**src/rtl/class_score_scheduler_if.sv**
```systemverilog
// Bus bundle between the class score scheduler, the per-class counter bank,
// the shared score adder and the inference result consumer.
interface class_score_scheduler_if #(
  parameter int CLS_W = 4
);
  logic             start;
  logic             busy;
  logic             cnt_rd_en;
  logic [CLS_W-1:0] cnt_rd_addr;
  logic [103:0]     cnt_rd_data;
  logic [103:0]     adder_val;
  logic [7:0]       adder_score;
  logic             score_strobe;
  logic [CLS_W-1:0] score_class;
  logic [7:0]       score_out;
  logic             result_valid;
  logic             result_ready;
  logic [CLS_W-1:0] result_digit;
  logic [7:0]       result_score;

  modport master (
    input  start, cnt_rd_data, adder_score, result_ready,
    output busy, cnt_rd_en, cnt_rd_addr, adder_val,
           score_strobe, score_class, score_out,
           result_valid, result_digit, result_score
  );

  modport slave (
    output start, cnt_rd_data, adder_score, result_ready,
    input  busy, cnt_rd_en, cnt_rd_addr, adder_val,
           score_strobe, score_class, score_out,
           result_valid, result_digit, result_score
  );
endinterface

```
**src/rtl/class_score_scheduler.sv**
```systemverilog
// Streams every class's counter bank through one shared score adder, tracks the
// running argmax and hands the winning digit/score out over valid/ready.
module class_score_scheduler #(
  parameter int NUM_CLASSES = 10,
  parameter int CLS_W       = 4
) (
  input  logic                    clk,
  input  logic                    rst_n,
  class_score_scheduler_if.master bus
);

  typedef enum logic [1:0] {
    IDLE = 2'd0,
    RUN  = 2'd1,
    DONE = 2'd2
  } state_t;

  localparam logic [CLS_W-1:0] LAST_CLASS = CLS_W'(NUM_CLASSES - 1);

  state_t           state, state_nx;

  logic             issue_en;
  logic [CLS_W-1:0] issue_idx;
  logic             cmp_valid;
  logic [CLS_W-1:0] cmp_class;
  logic             cmp_last;

  logic [CLS_W-1:0] best_class, best_class_nx;
  logic [7:0]       best_score, best_score_nx;
  logic             cmp_win;

  logic             score_strobe_q;
  logic [CLS_W-1:0] score_class_q;
  logic [7:0]       score_out_q;
  logic             result_valid_q;
  logic [CLS_W-1:0] result_digit_q;
  logic [7:0]       result_score_q;

  assign cmp_last = cmp_valid && (cmp_class == LAST_CLASS);

  // State register
  always_ff @(posedge clk) begin
    if (!rst_n) state <= IDLE;
    else        state <= state_nx;
  end

  // Next-state logic
  always_comb begin
    state_nx = state;
    unique case (state)
      IDLE:    if (bus.start)                             state_nx = RUN;
      RUN:     if (cmp_last)                              state_nx = DONE;
      DONE:    if (result_valid_q && bus.result_ready)    state_nx = IDLE;
      default:                                            state_nx = IDLE;
    endcase
  end

  // Class 0 always seeds the running best, so nothing stale survives from a
  // previous inference; later classes need a strictly greater score to win.
  always_comb begin
    cmp_win       = (cmp_class == '0) || (bus.adder_score > best_score);
    best_class_nx = best_class;
    best_score_nx = best_score;
    if (cmp_valid && cmp_win) begin
      best_class_nx = cmp_class;
      best_score_nx = bus.adder_score;
    end
  end

  // Issue/compare pipeline, running best and result registers
  always_ff @(posedge clk) begin
    if (!rst_n) begin
      issue_en       <= 1'b0;
      issue_idx      <= '0;
      cmp_valid      <= 1'b0;
      cmp_class      <= '0;
      best_class     <= '0;
      best_score     <= '0;
      score_strobe_q <= 1'b0;
      score_class_q  <= '0;
      score_out_q    <= '0;
      result_valid_q <= 1'b0;
      result_digit_q <= '0;
      result_score_q <= '0;
    end else begin
      score_strobe_q <= cmp_valid;
      if (cmp_valid) begin
        score_class_q <= cmp_class;
        score_out_q   <= bus.adder_score;
      end
      best_class <= best_class_nx;
      best_score <= best_score_nx;

      unique case (state)
        IDLE: begin
          cmp_valid <= 1'b0;
          if (bus.start) begin
            issue_en  <= 1'b1;
            issue_idx <= '0;
          end
        end
        RUN: begin
          cmp_valid <= issue_en;
          cmp_class <= issue_idx;
          if (issue_en) begin
            // Index returns to 0 after the last issue so the address bus idles low.
            if (issue_idx == LAST_CLASS) begin
              issue_en  <= 1'b0;
              issue_idx <= '0;
            end else begin
              issue_idx <= issue_idx + CLS_W'(1);
            end
          end
          if (cmp_last) begin
            result_valid_q <= 1'b1;
            result_digit_q <= best_class_nx;
            result_score_q <= best_score_nx;
          end
        end
        DONE: begin
          cmp_valid <= 1'b0;
          if (result_valid_q && bus.result_ready) result_valid_q <= 1'b0;
        end
        default: begin
          cmp_valid <= 1'b0;
          issue_en  <= 1'b0;
        end
      endcase
    end
  end

  assign bus.busy         = (state != IDLE);
  assign bus.cnt_rd_en    = issue_en;
  assign bus.cnt_rd_addr  = issue_idx;
  assign bus.adder_val    = cmp_valid ? bus.cnt_rd_data : '0;
  assign bus.score_strobe = score_strobe_q;
  assign bus.score_class  = score_class_q;
  assign bus.score_out    = score_out_q;
  assign bus.result_valid = result_valid_q;
  assign bus.result_digit = result_digit_q;
  assign bus.result_score = result_score_q;

endmodule

```
**src/flat_wrapper.sv**
```systemverilog
// flat-port wrapper written by rule: the top's interface ports become plain ports
module class_score_scheduler_flat 
#(
  parameter int NUM_CLASSES = 10,
  parameter int CLS_W       = 4
)
  (clk, rst_n, bus_start, bus_cnt_rd_data, bus_adder_score, bus_result_ready, bus_busy, bus_cnt_rd_en, bus_cnt_rd_addr, bus_adder_val, bus_score_strobe, bus_score_class, bus_score_out, bus_result_valid, bus_result_digit, bus_result_score);
  class_score_scheduler_if #(.CLS_W(CLS_W)) bus_i ();
  input  logic clk;
  input  logic rst_n;
  input wire logic [$bits(bus_i.start)-1:0] bus_start;
  input wire logic [$bits(bus_i.cnt_rd_data)-1:0] bus_cnt_rd_data;
  input wire logic [$bits(bus_i.adder_score)-1:0] bus_adder_score;
  input wire logic [$bits(bus_i.result_ready)-1:0] bus_result_ready;
  output wire logic [$bits(bus_i.busy)-1:0] bus_busy;
  output wire logic [$bits(bus_i.cnt_rd_en)-1:0] bus_cnt_rd_en;
  output wire logic [$bits(bus_i.cnt_rd_addr)-1:0] bus_cnt_rd_addr;
  output wire logic [$bits(bus_i.adder_val)-1:0] bus_adder_val;
  output wire logic [$bits(bus_i.score_strobe)-1:0] bus_score_strobe;
  output wire logic [$bits(bus_i.score_class)-1:0] bus_score_class;
  output wire logic [$bits(bus_i.score_out)-1:0] bus_score_out;
  output wire logic [$bits(bus_i.result_valid)-1:0] bus_result_valid;
  output wire logic [$bits(bus_i.result_digit)-1:0] bus_result_digit;
  output wire logic [$bits(bus_i.result_score)-1:0] bus_result_score;
  assign bus_i.start = bus_start;
  assign bus_i.cnt_rd_data = bus_cnt_rd_data;
  assign bus_i.adder_score = bus_adder_score;
  assign bus_i.result_ready = bus_result_ready;
  assign bus_busy = bus_i.busy;
  assign bus_cnt_rd_en = bus_i.cnt_rd_en;
  assign bus_cnt_rd_addr = bus_i.cnt_rd_addr;
  assign bus_adder_val = bus_i.adder_val;
  assign bus_score_strobe = bus_i.score_strobe;
  assign bus_score_class = bus_i.score_class;
  assign bus_score_out = bus_i.score_out;
  assign bus_result_valid = bus_i.result_valid;
  assign bus_result_digit = bus_i.result_digit;
  assign bus_result_score = bus_i.result_score;
  class_score_scheduler #(.NUM_CLASSES(NUM_CLASSES), .CLS_W(CLS_W)) u_core (.clk(clk), .rst_n(rst_n), .bus(bus_i));
endmodule
```
**config.mk**
```make
export PLATFORM = sky130hd
export DESIGN_NAME = class_score_scheduler_flat
export DESIGN_NICKNAME = d
export VERILOG_FILES = /design/src/rtl/class_score_scheduler_if.sv /design/src/rtl/class_score_scheduler.sv /design/src/flat_wrapper.sv
export SDC_FILE = /design/constraint.sdc
export NUM_CORES = 1
export LEC_CHECK = 0
export ABC_AREA = 1
export CAP_MARGIN = 5
export CELL_PAD_IN_SITES_DETAIL_PLACEMENT = 1
export CELL_PAD_IN_SITES_GLOBAL_PLACEMENT = 1
export CORE_MARGIN = 10
export CORE_UTILIZATION = 22
export DETAILED_ROUTE_END_ITERATION = 10
export PLACE_DENSITY = 0.95
export SYNTH_ARGS = -nofsm -noshare
export SYNTH_HDL_FRONTEND = slang
export SYNTH_SLANG_ARGS = --single-unit
```
**constraint.sdc**
```tcl
create_clock -name clk -period 3.3 [get_ports clk]
set_input_delay 0.99 -clock clk [delete_from_list [all_inputs] [get_ports clk]]
set_output_delay 0.99 -clock clk [all_outputs]
set_load 0.01 [all_outputs]
```
==> results.cfg, run 1 <==
[synthesis]
yosys.area_share.simple_pct = 28.6
syn_area_um2 = 3090
yosys.area.top_type = dfxtp_1
synth_edf_count = 0
ys_async_sr_fraction_pct = 0
syn_avg_cell_area_um2 = 6.05
synth.most_common_cell = nand2_1
synth_adder_area_share_pct = 5.26
synth_xor_area_share_pct = 0.283
yosysWarnings = 0
ys_ff_latch = 50
yosysSeqAreaShare_pct = 32.4
yosysUniqueCellTypes = 29
ys.flop_type = dfxtp_1
synthMuxAreaShare_pct = 0
synth_area_leaders = dfxtp_1 (32%), nand2_1 (18%), inv_1 (17%)
synth_top_area_share_pct = 32.4
synth_top_family_by_area = simple AND/OR/NAND/NOR gates
synth_cells = 511
synth-compound-area-share_pct = 11.5
yosys-top-cells-count = nand2_1 (149), inv_1 (143), dfxtp_1 (50), nand3_1 (29), a21oi_1 (28)
syn_nets = 640

[placement]
gp_congestion = 0.945
dpl.cell_count = 923
dp.final_hpwl_um = 15700
io_buffers = 251

[drt]
routedWlPerCell_um = 19.2
drc = 0
first_pass_iters = 4
routed_wl_um = 18000
drt_first_iter_violations = 142
routed_via_density = 4.26
postRouteAntennaNets = 0
via_count = 4002

[critical_path]
required_ps = 2310
crit_top_cell = clkdlybuf4s50_1
slowest_stage = clkdlybuf4s50_1
crit_chain = clkdlybuf4s50_1 -> nand2_1 -> inv_1 -> clkdlybuf4s50_1
start_kind = input port
worstReg2RegStart = u_core.cmp_valid
end_kind = output pin
r2r_slack_ps = 1080
path_delay_family = buffers and inverters
path_class = in -> out
critPathBufInv = 3
arrival_ps = 2240
r2r-end = u_core.bus.result_score[3]
crit_path_max_incr_delay_ps = 590
worstRegToRegCells = 9
crit_fanout = 1

[hold_path]
hold_path.class = reg -> reg
holdPathEnd = u_core.best_class[3]
min_path_cells = 2
worstHoldStart = u_core.best_class[3]

[floorplan]
die_w_um = 139
core_um2 = 13800
die_h_um = 139
start_util_pct = 22.4
io_pins = 252
die_area_um2 = 19200
row_count = 43

[clocking]
insertion_delay_ps = 290
cts_inserted_buffers = 5
cts_setup_buffers = 0
path_clk_slew_ps = 60
cts-root-buf = clkbuf_16
cts_tree = yes
cts_buffer_depth = 2
htree_num_levels = 2
cts_repair_resize_count = 0
cts.hold.buffers_added = 0
cts_num_sinks = 50

[grt]
grt_usage_pct = 17.9
grt_pass1_wl_um = 26400
grt_max_degree = 70
grt_pass1_vias = 4341
met3_usage_pct = 5.41
use_met1_pct = 16.4
met2_usage_pct = 34.5
busiest_layer = met2
overflow = 0
antenna_found_initial = 8

[final_layout]
finalNonFillerCells = 939
drive_above_1_share_pct = 3.06
areaGrowthSynthToFinish_pct = 92.4
finalNetCount = 879

[power_and_ir_drop]
power_density_nw_per_um2 = 362
p_sw_uw = 721
power.share.clock_pct = 27.0
seq_power_share_pct = 33.7
vdd_drop_max_v = 0.000356
power_frac_comb_pct = 39.3
swShare_pct = 33.5
power.internal_mw = 1.43
p_leak_nw = 3.10

[sta]
tightest_slew_ps = 581
hold_violations = 0
fmax_mhz = 309
rsz0062_at_grt = false
worst_slew_margin_rel_pct = 61.2
finClkSkew_ps = 5.79
slew_violations = 0
fin_crit_ps = 3230
finalCritPeriodShare_pct = 98.0
setup_viol = 0
setup_tns_ps = 0

[run]
maxCapViolations = 0

[status]
status = complete, no violations
[stage by stage]
step           utilization (%)  hold WS [ps]  area, um2  total power [mW]  setup slack [ps]
2_1_floorplan                -           446       3090              1.13              1090
3_3_place_gp              41.7           458       5760              1.56           -0.0953
3_5_place_dp              41.7           469       5760              1.58             0.386
4_1_cts                   42.9           480       5930              2.18             0.351
5_1_grt                   43.0           504       5950              2.30              22.6
6_report                  43.0           480       5950              2.15              65.9
[how the worst max path moves through the flow]
stage | start | end | cells past startpoint
floorplan | bus_adder_score[7] | u_core.bus.result_score[5] | 11
global placement | bus_cnt_rd_data[45] | bus_adder_val[45] | 4
detailed placement | bus_cnt_rd_data[45] | bus_adder_val[45] | 4
CTS | bus_cnt_rd_data[45] | bus_adder_val[45] | 4
global route | bus_cnt_rd_data[91] | bus_adder_val[91] | 4
finish | bus_cnt_rd_data[91] | bus_adder_val[91] | 4
[sequential cells by signal, indices dropped and copies added (netlist names)]
register and flops:
u_core.best_score 8, u_core.bus.result_score 8, u_core.bus.score_out 8, u_core.best_class 4
u_core.bus.cnt_rd_addr 4, u_core.bus.result_digit 4, u_core.bus.score_class 4, u_core.cmp_class 4
u_core.state 2, u_core.bus.cnt_rd_en 1, u_core.bus.result_valid 1, u_core.bus.score_strobe 1
u_core.cmp_valid 1
[worst register-to-register path: cells and delay by family (launching register included)]
kind                   cells  cell delay, ps
buffers and inverters      3             520
flip-flops                 1             520
AND/OR/NAND/NOR            6            1110
[cell type report]
class / instances / area, um2
fill: 1746 / 7880
timing repair buffer: 256 / 2580
multi-input combinational: 291 / 1410
sequential: 50 / 1000
inverter: 146 / 548
tap: 180 / 225
clock buffer: 5 / 125
clock inverter: 3 / 40.0
antenna: 8 / 20.0
[layout by cell type, fill, tap and decap left out, types with 2 or more instances in the layout]
cell,instances
clkdlybuf4s50_1,250
nand2_1,149
inv_1,143
dfxtp_1,49
nand3_1,29
a21oi_1,28
nor2_1,25
o21ai_0,17
ha_1,13
o21a_1,12
diode_2,8
clkbuf_16,5
buf_4,3
nand2_4,2
nand2_2,2
clkinv_1,2
o21ai_1,2
nor3_1,2
clkinv_2,2
buf_12,2
[power by group through the flow]
stage	Combinational, mW	Sequential (mW)	Clock [mW]
floorplan	0.404	0.728	0
global placement	0.823	0.733	0
detailed placement	0.847	0.738	0
CTS	0.856	0.725	0.596
global route	0.938	0.736	0.623
finish	0.846	0.725	0.581
[metal layers]
layer  vias up  share of wire [%]
li1       1970                  -
met1      1838                 35
met2       164                 54
met3        30                6.9
met4         0                3.9
met5         -                  0
[cells by family after synthesis]
kind of cell	after synthesis
and+or+nand+nor	214
xor gates and xnor gates	1
AOI/OAI and AO/OA	63
buffers and inverters	170
DFF	50
adders and majority gates	13
(Power assumes the default switching activity.)
==> run 2: changes to the inputs <==
Settings changed: REMOVE_ABC_BUFFERS from default to 1.
==> results.cfg, run 2 (synthesis results as in run 1) <==
[status]
status = complete, no violations

[sta]
worst_slew_margin_rel_pct = 60.2
finalCritPeriodShare_pct = 96.3
tightest_slew_ps = 595
rsz0062_at_grt = false
finClkSkew_ps = 8.33
whs_ps = 477
setup_viol = 0
slew_violations = 0
fmax_mhz = 315
fin_crit_ps = 3180
setup_tns_ps = 0
hold_violations = 0

[final_layout]
multi_input_area_um2 = 1410
mostFrequentLayoutCell = clkdlybuf4s50_1
utilization_pct = 42.8
areaGrowthSynthToFinish_pct = 91.3
fillers = 1736
final_cell_mix = clkdlybuf4s50_1 (251), nand2_1 (149), inv_1 (143)
drive_above_1_share_pct = 2.67
finalNetCount = 877
seq_area_um2 = 1000

[critical_path]
end_kind = output pin
crit_top_cell = clkdlybuf4s50_1
arrival_ps = 2190
crit_path_max_incr_delay_ps = 560
required_ps = 2310
slowest_stage = clkdlybuf4s50_1
crit_fanout = 1
path_class = in -> out
crit_chain = clkdlybuf4s50_1 -> nand2_1 -> inv_1 -> clkdlybuf4s50_1
start_kind = input port

[floorplan]
die_area_um2 = 19200
row_count = 43
die_h_um = 139
start_util_pct = 22.4
io_pins = 252
die_w_um = 139
core_um2 = 13800

[grt]
grt_max_degree = 62
antenna_found_initial = 1
grt_pass1_wl_um = 23800
grt_pass1_vias = 3988
grt_usage_pct = 15.3
overflow = 0

[drt]
drc = 0
postRouteAntennaNets = 0
routed_via_density = 4.12
first_pass_iters = 4
routedWlPerCell_um = 16.7
routed_wl_um = 15600
drt_first_iter_violations = 112
via_count = 3827

[power_and_ir_drop]
power.share.clock_pct = 27.3
p_leak_nw = 3.06
swShare_pct = 33.2
power.internal_mw = 1.43
seq_power_share_pct = 33.7
power_frac_comb_pct = 38.9
power_density_nw_per_um2 = 362
vdd_drop_max_v = 0.000375
p_sw_uw = 713
p_total_mw = 2.15

[clocking]
cts_inserted_buffers = 5
cts_setup_buffers = 0
cts_tree = yes
htree_num_levels = 2
cts_num_sinks = 50
path_clk_slew_ps = 60
cts-root-buf = clkbuf_16
cts_buffer_depth = 2
cts_repair_resize_count = 0
insertion_delay_ps = 290
cts.hold.buffers_added = 0

[placement]
dp.final_hpwl_um = 13100
io_buffers = 251
gp_congestion = 0.808

[hold_path]
hold_path.class = reg -> reg

[run]
maxCapViolations = 0
run 2: final timing paths:
check / slack (ps) / end / depth (start not counted) / start
min: 480 / u_core.best_class[2] / 2 / u_core.best_class[2]
min reg2reg: 480 / u_core.best_class[2] / 2 / u_core.best_class[2]
max reg2reg: 1360 / u_core.bus.result_digit[0] / 7 / u_core.state[1]
max: 120 / bus_adder_val[24] / 4 / bus_cnt_rd_data[24]
run 2: cell type report:
class | count | share of cell area (%)
repair buffers | 254 | 43.3
multi-input cells | 291 | 23.8
flip-flops and latches | 50 | 17.0
inverters | 146 | 9.26
well taps | 180 | 3.81
clock buffers | 6 | 2.18
clock inverters | 2 | 0.634
diodes | 1 | 0.0423
run 2: power by group through the flow:
stage / registers [mW] / clock network (mW) / logic (mW)
after detailed placement: 0.737 / 0 / 0.844
after global routing: 0.734 / 0.628 / 0.930
after floorplan: 0.756 / 0 / 0.358
after CTS: 0.724 / 0.605 / 0.850
final: 0.723 / 0.586 / 0.836
after global placement: 0.731 / 0 / 0.816
run 2: per-layer routing:
layer,vias to the layer above,routed length [um],global-route usage (%)
li1,1955,-,-
met1,1721,6300,16.6
met2,139,8150,28.8
met3,12,948,4.73
met4,0,157,2.39
met5,-,0,0
run 2: worst max-delay path: cells and delay by family:
family	cells	cell delay, ps
simple gates	1	80
buf+inv	3	1120
run 2: stage by stage:
stage                     instance area [um2]  setup slack [ps]  instances
final                                    5920               121        930
after global routing                     5920              80.3        930
after CTS                                5920               101        929
after detailed placement                 5750               117        921
after global placement                   5750               153        921
after floorplan                          2960              -328        487
==> run 3: changes to the inputs <==
Settings changed: GPL_TIMING_DRIVEN from default to 0.
==> results.cfg, run 3 (synthesis results as in run 1) <==
[clocking]
cts.hold.buffers_added = 0
insertion_delay_ps = 290
cts-root-buf = clkbuf_16
cts_inserted_buffers = 5
htree_num_levels = 2
path_clk_slew_ps = 60
cts_buffer_depth = 2
cts_num_sinks = 50
cts_tree = yes

[drt]
postRouteAntennaNets = 0
via_count = 3844
routedWlPerCell_um = 17.0
routed_wl_um = 15800
routed_via_density = 4.14
drt_first_iter_violations = 99
drc = 0
first_pass_iters = 4

[critical_path]
crit_chain = clkdlybuf4s50_1 -> nand2_1 -> inv_1 -> clkdlybuf4s50_1
path_delay_family = buffers and inverters
arrival_ps = 2160
path_class = in -> out
crit_fanout = 1
required_ps = 2310
start_kind = input port
end_kind = output pin
critPathBufInv = 3
crit_top_cell = clkdlybuf4s50_1
crit_path_max_incr_delay_ps = 570
slowest_stage = clkdlybuf4s50_1

[power_and_ir_drop]
power_density_nw_per_um2 = 363
vdd_drop_max_v = 0.000335
p_leak_nw = 3.07

[sta]
fmax_mhz = 317
finalCritPeriodShare_pct = 95.5
slew_violations = 0
setup_viol = 0
hold_violations = 0
whs_ps = 472
fin_crit_ps = 3150
worst_slew_margin_rel_pct = 19.5
tightest_slew_ps = 1210
finClkSkew_ps = 8.39
rsz0062_at_grt = false

[grt]
overflow = 0
grt_pass1_wl_um = 23700
antenna_found_initial = 0
grt_max_degree = 81
grt_pass1_vias = 3992
grt_usage_pct = 15.3

[status]
status = complete, no violations

[final_layout]
antenna_cells = 0
mostFrequentLayoutCell = clkdlybuf4s50_1
areaGrowthSynthToFinish_pct = 91.3
finalNetCount = 876
drive_above_1_share_pct = 2.54
final_cell_mix = clkdlybuf4s50_1 (250), nand2_1 (149), inv_1 (143)
utilization_pct = 42.8

[floorplan]
die_h_um = 139
row_count = 43
io_pins = 252
die_area_um2 = 19200
start_util_pct = 22.4
die_w_um = 139
core_um2 = 13800

[placement]
gp_congestion = 0.829
io_buffers = 251
dp.final_hpwl_um = 13100

[run]
maxCapViolations = 0

[hold_path]
hold_path.class = reg -> reg
## run 3: layout make-up
| class | count | area, um2 |
|---|---|---|
| repair buffers | 253 | 2560 |
| fillers | 1739 | 7910 |
| clock buffers | 7 | 133 |
| inverters | 146 | 549 |
| flip-flops and latches | 50 | 1000 |
| multi-input cells | 291 | 1410 |
| well taps | 180 | 225 |
| clock inverters | 1 | 30.0 |
## run 3: per-layer routing
metal / vias to the layer above / routed length [um] / global-route usage, %
li1: 1958 / - / -
met1: 1753 / 6550 / 16.8
met2: 126 / 8180 / 29.0
met3: 7 / 951 / 4.21
met4: 0 / 97 / 1.83
met5: - / 0 / 0
## run 3: worst register-to-register path, cell delays in order, from the launching register on
cell and delay, ps:
dfxtp_4 570, buf_12 240, nand2_2 90, nor2_2 100
nand3_2 130, nor2_4 490, nand3_1 150, nand2_1 100
inv_1 30
## run 3: final timing paths
kind	startpoint	to	cells after the start	slack (ps)
setup / recovery	bus_cnt_rd_data[9]	bus_adder_val[9]	4	150
hold / removal	u_core.best_class[0]	u_core.best_class[0]	2	470
setup reg to reg	u_core.cmp_valid	u_core.bus.result_score[4]	8	1310
hold reg to reg	u_core.best_class[0]	u_core.best_class[0]	2	470
## run 3: timing repair
| item | in CTS | in global routing |
|---|---|---|
| gates cloned | 0 | 0 |
| buffers inserted | 0 | 1 |
| endpoints found under the setup margin | 18 | 2 |
| hold endpoints to repair | 0 | 0 |
| gates resized for setup | 1 | 1 |
## run 3: through the flow
| step | std cells | TNS (ps) | area (um2) | power (mW) | setup WS [ps] |
|---|---|---|---|---|---|
| floorplan | 487 | -37360 | 2960 | 1.11 | -328 |
| global placement | 918 | -271330 | 5700 | 1.56 | -2490 |
| detailed placement | 919 | -7200 | 5730 | 1.58 | -599 |
| CTS | 927 | 0 | 5890 | 2.17 | 89.4 |
| global route | 928 | 0 | 5920 | 2.28 | 87.1 |
| finish | 928 | 0 | 5920 | 2.15 | 150 |
## run 3: power by group
group / total (mW) / internal, mW / leakage [nW] / switching (mW)
clock network: 0.583 / 0.359 / 0.0781 / 0.224
registers: 0.728 / 0.665 / 0.405 / 0.0622
logic: 0.837 / 0.409 / 2.59 / 0.428
==> variant, RTL diff (config.mk and constraints of run 3) <==
Encoding of `state_t`: now one-hot (3 bits for 3 states).
--- a/src/rtl/class_score_scheduler.sv
+++ b/src/rtl/class_score_scheduler.sv
@@ -9,10 +9,10 @@
   class_score_scheduler_if.master bus
 );
 
-  typedef enum logic [1:0] {
-    IDLE = 2'd0,
-    RUN  = 2'd1,
-    DONE = 2'd2
+  typedef enum logic [2:0] {
+    IDLE = 3'b001,
+    RUN  = 3'b010,
+    DONE = 3'b100
   } state_t;
 
   localparam logic [CLS_W-1:0] LAST_CLASS = CLS_W'(NUM_CLASSES - 1);
Behaviour: no difference found for any inputs over 10 cycles, from zero or initial values and one cycle with rst_n low; not proved beyond that.
==> variant against run 3 <==
  * Routed wire length grew 3.5%
  * Worst setup slack lost 0.015 ns
  * First-iteration DRC count grew 76%
  * Design area shrank 0.30%
  * Area after synthesis shrank 1.3%
  * Power shrank 20%
  * Sequential cell count grew 1
  * Worst hold slack gained 0.0088 ns
  * Critical path type unchanged
  * Largest cell class unchanged
  * Highest routed layer unchanged
==> variant: results (changes against run 3) <==
outcome completed; Cells after DPL 923 (+0.44%); Syn Inst Count 518 (+1.4%); Post-Route WL 16,330 µm (+3.5%); layout cell share with drive strength beyond 1 3.307% (+0.77 points); post-synthesis sequential area ratio 33.44% (+1.1 points); Synthesis Warnings 0 (unchanged); Max Clock Skew 0.008379 ns (-0.00001466 ns); I/O Buffers 251 (unchanged); vias 3,982 (+3.6%); routability cong. 0.8355 (+0.74%); antenna violations before repair 0 (unchanged); Cell Area, Placed 5722 µm² (-0.13%); Post-DP HPWL 13,630 µm (+4.4%); HP Class reg2reg; Top FF cell, synth dfxtp_1; Tot GR Track Use 16.35% (+1.1 points); worst relative slew slack 36.65% (+17 points); H-tree level count 2 (unchanged); vias in the first global route 4,117 (+3.1%); Initial DRC Count 174 (+76%); Num CTS Buffers 5 (unchanged); drt pass-1 iters 4 (unchanged); worst reg-to-reg setup slack 1.19 ns (-0.12 ns); Vias/cell 4.273 (+3.1%); Distinct cells, synth 30 (+3.4%); sw power 0.5257 mW (-26%); CTS Buffer Depth 2 (unchanged); pin count of the biggest net entering global routing 80 (-1.2%); # nets final 881 (+0.57%); hold slack 0.4812 ns (+0.008841 ns); leakage power 3.053 nW (-0.60%); CP Max Fanout 1 (unchanged); FFs w/ async S/R, synth 0% (unchanged); fill count 1,692 (-2.7%); global-route wire length before repair 23,680 µm (-0.18%); crit path DAT 2.18 ns (+0.02 ns); Worst VDD drop 181.2 µV (-46%); top post-synthesis cells by count nand2_1 (149), inv_1 (139), dfxtp_1 (51), nor2_1 (51), nand3_1 (26); Root Buffer clkbuf_16; Overflow after GRT 0 (unchanged); Antenna diodes 0 (unchanged); Worst-Skew Late Latency 0.30 ns; top cells by area, synth dfxtp_1 (33%), nand2_1 (18%), inv_1 (17%), nor2_1 (6.3%), nand3_1 (4.3%); Clk pin slew, worst setup/hold paths 0.07 ns
==> variant: cell types whose count changed after synthesis, sizes merged, moves of 2 or more <==
cell	run 3	this run
a21oi	29	27
buf	15	6
clkbuf	9	17
ha	13	10
inv	144	141
nand2	153	150
nand3	30	27
nor2	27	52
o21a	12	0
o21ai	19	22
==> variant: power groups by stage <==
| stage | Clock [mW] | Sequential, mW | Combinational [mW] |
|---|---|---|---|
| after floorplan | 0 | 0.716 | 0.191 |
| after global placement | 0 | 0.720 | 0.473 |
| after detailed placement | 0 | 0.714 | 0.493 |
| after CTS | 0.553 | 0.700 | 0.497 |
| after global routing | 0.575 | 0.704 | 0.552 |
| final | 0.533 | 0.697 | 0.498 |
==> variant: path summary, 6_finish.rpt <==
path                                           start                    endpoint  cells past startpoint
worst max register to register      u_core.cmp_valid  u_core.bus.result_score[5]                      9
worst max-delay path             bus_cnt_rd_data[15]           bus_adder_val[15]                      4
worst min register to register  u_core.best_class[0]        u_core.best_class[0]                      2
worst min-delay path            u_core.best_class[0]        u_core.best_class[0]                      2
==> variant: layout make-up <==
type                       instances  area share (%)
clock buffer                       5           2.121
clock inverter                     3          0.3818
inverter                         143           9.164
multi-input combinational        301           23.82
sequential                        51           17.37
tap                              176           3.734
timing repair buffer             253           43.40
==> variant: timing repair <==
action	in CTS	in global routing
buffers inserted	0	1
endpoints found under the setup margin	14	41
pin swaps	0	0
resized for setup	1	2
hold buffers	0	0
==> variant: cells by family after synthesis <==
logic type / Yosys count / share of synthesized area [%]
compound gates: 54 / 9.836
xor+xnor: 1 / 0.2869
fa+ha+maj: 10 / 4.098
buf+inv: 166 / 20.70
flops: 51 / 33.44
simple gates: 236 / 31.64
==> variant: per-stage QoR <==
| step | utilization, % | setup WS [ns] |
|---|---|---|
| floorplan | - | -0.2478 |
| CTS | 43.82 | 0.03628 |
| detailed placement | 42.70 | -0.4124 |
| global route | 44.01 | 0.06742 |
| global placement | 42.47 | -2.513 |
| finish | 44.01 | 0.1349 |
==> variant: critical path, cell delays in order <==
cell and delay [ns]:
clkdlybuf4s50_1 0.46, nand2_1 0.09, inv_1 0.09, clkdlybuf4s50_1 0.54
==> variant: routing by layer <==
metal,up-vias,global-route usage (%),routed length (µm)
met5,-,0,0
met4,0,4.287,316
met3,21,4.916,1382
met2,141,31.16,8512
met1,1852,16.87,6115
li1,1968,-,-
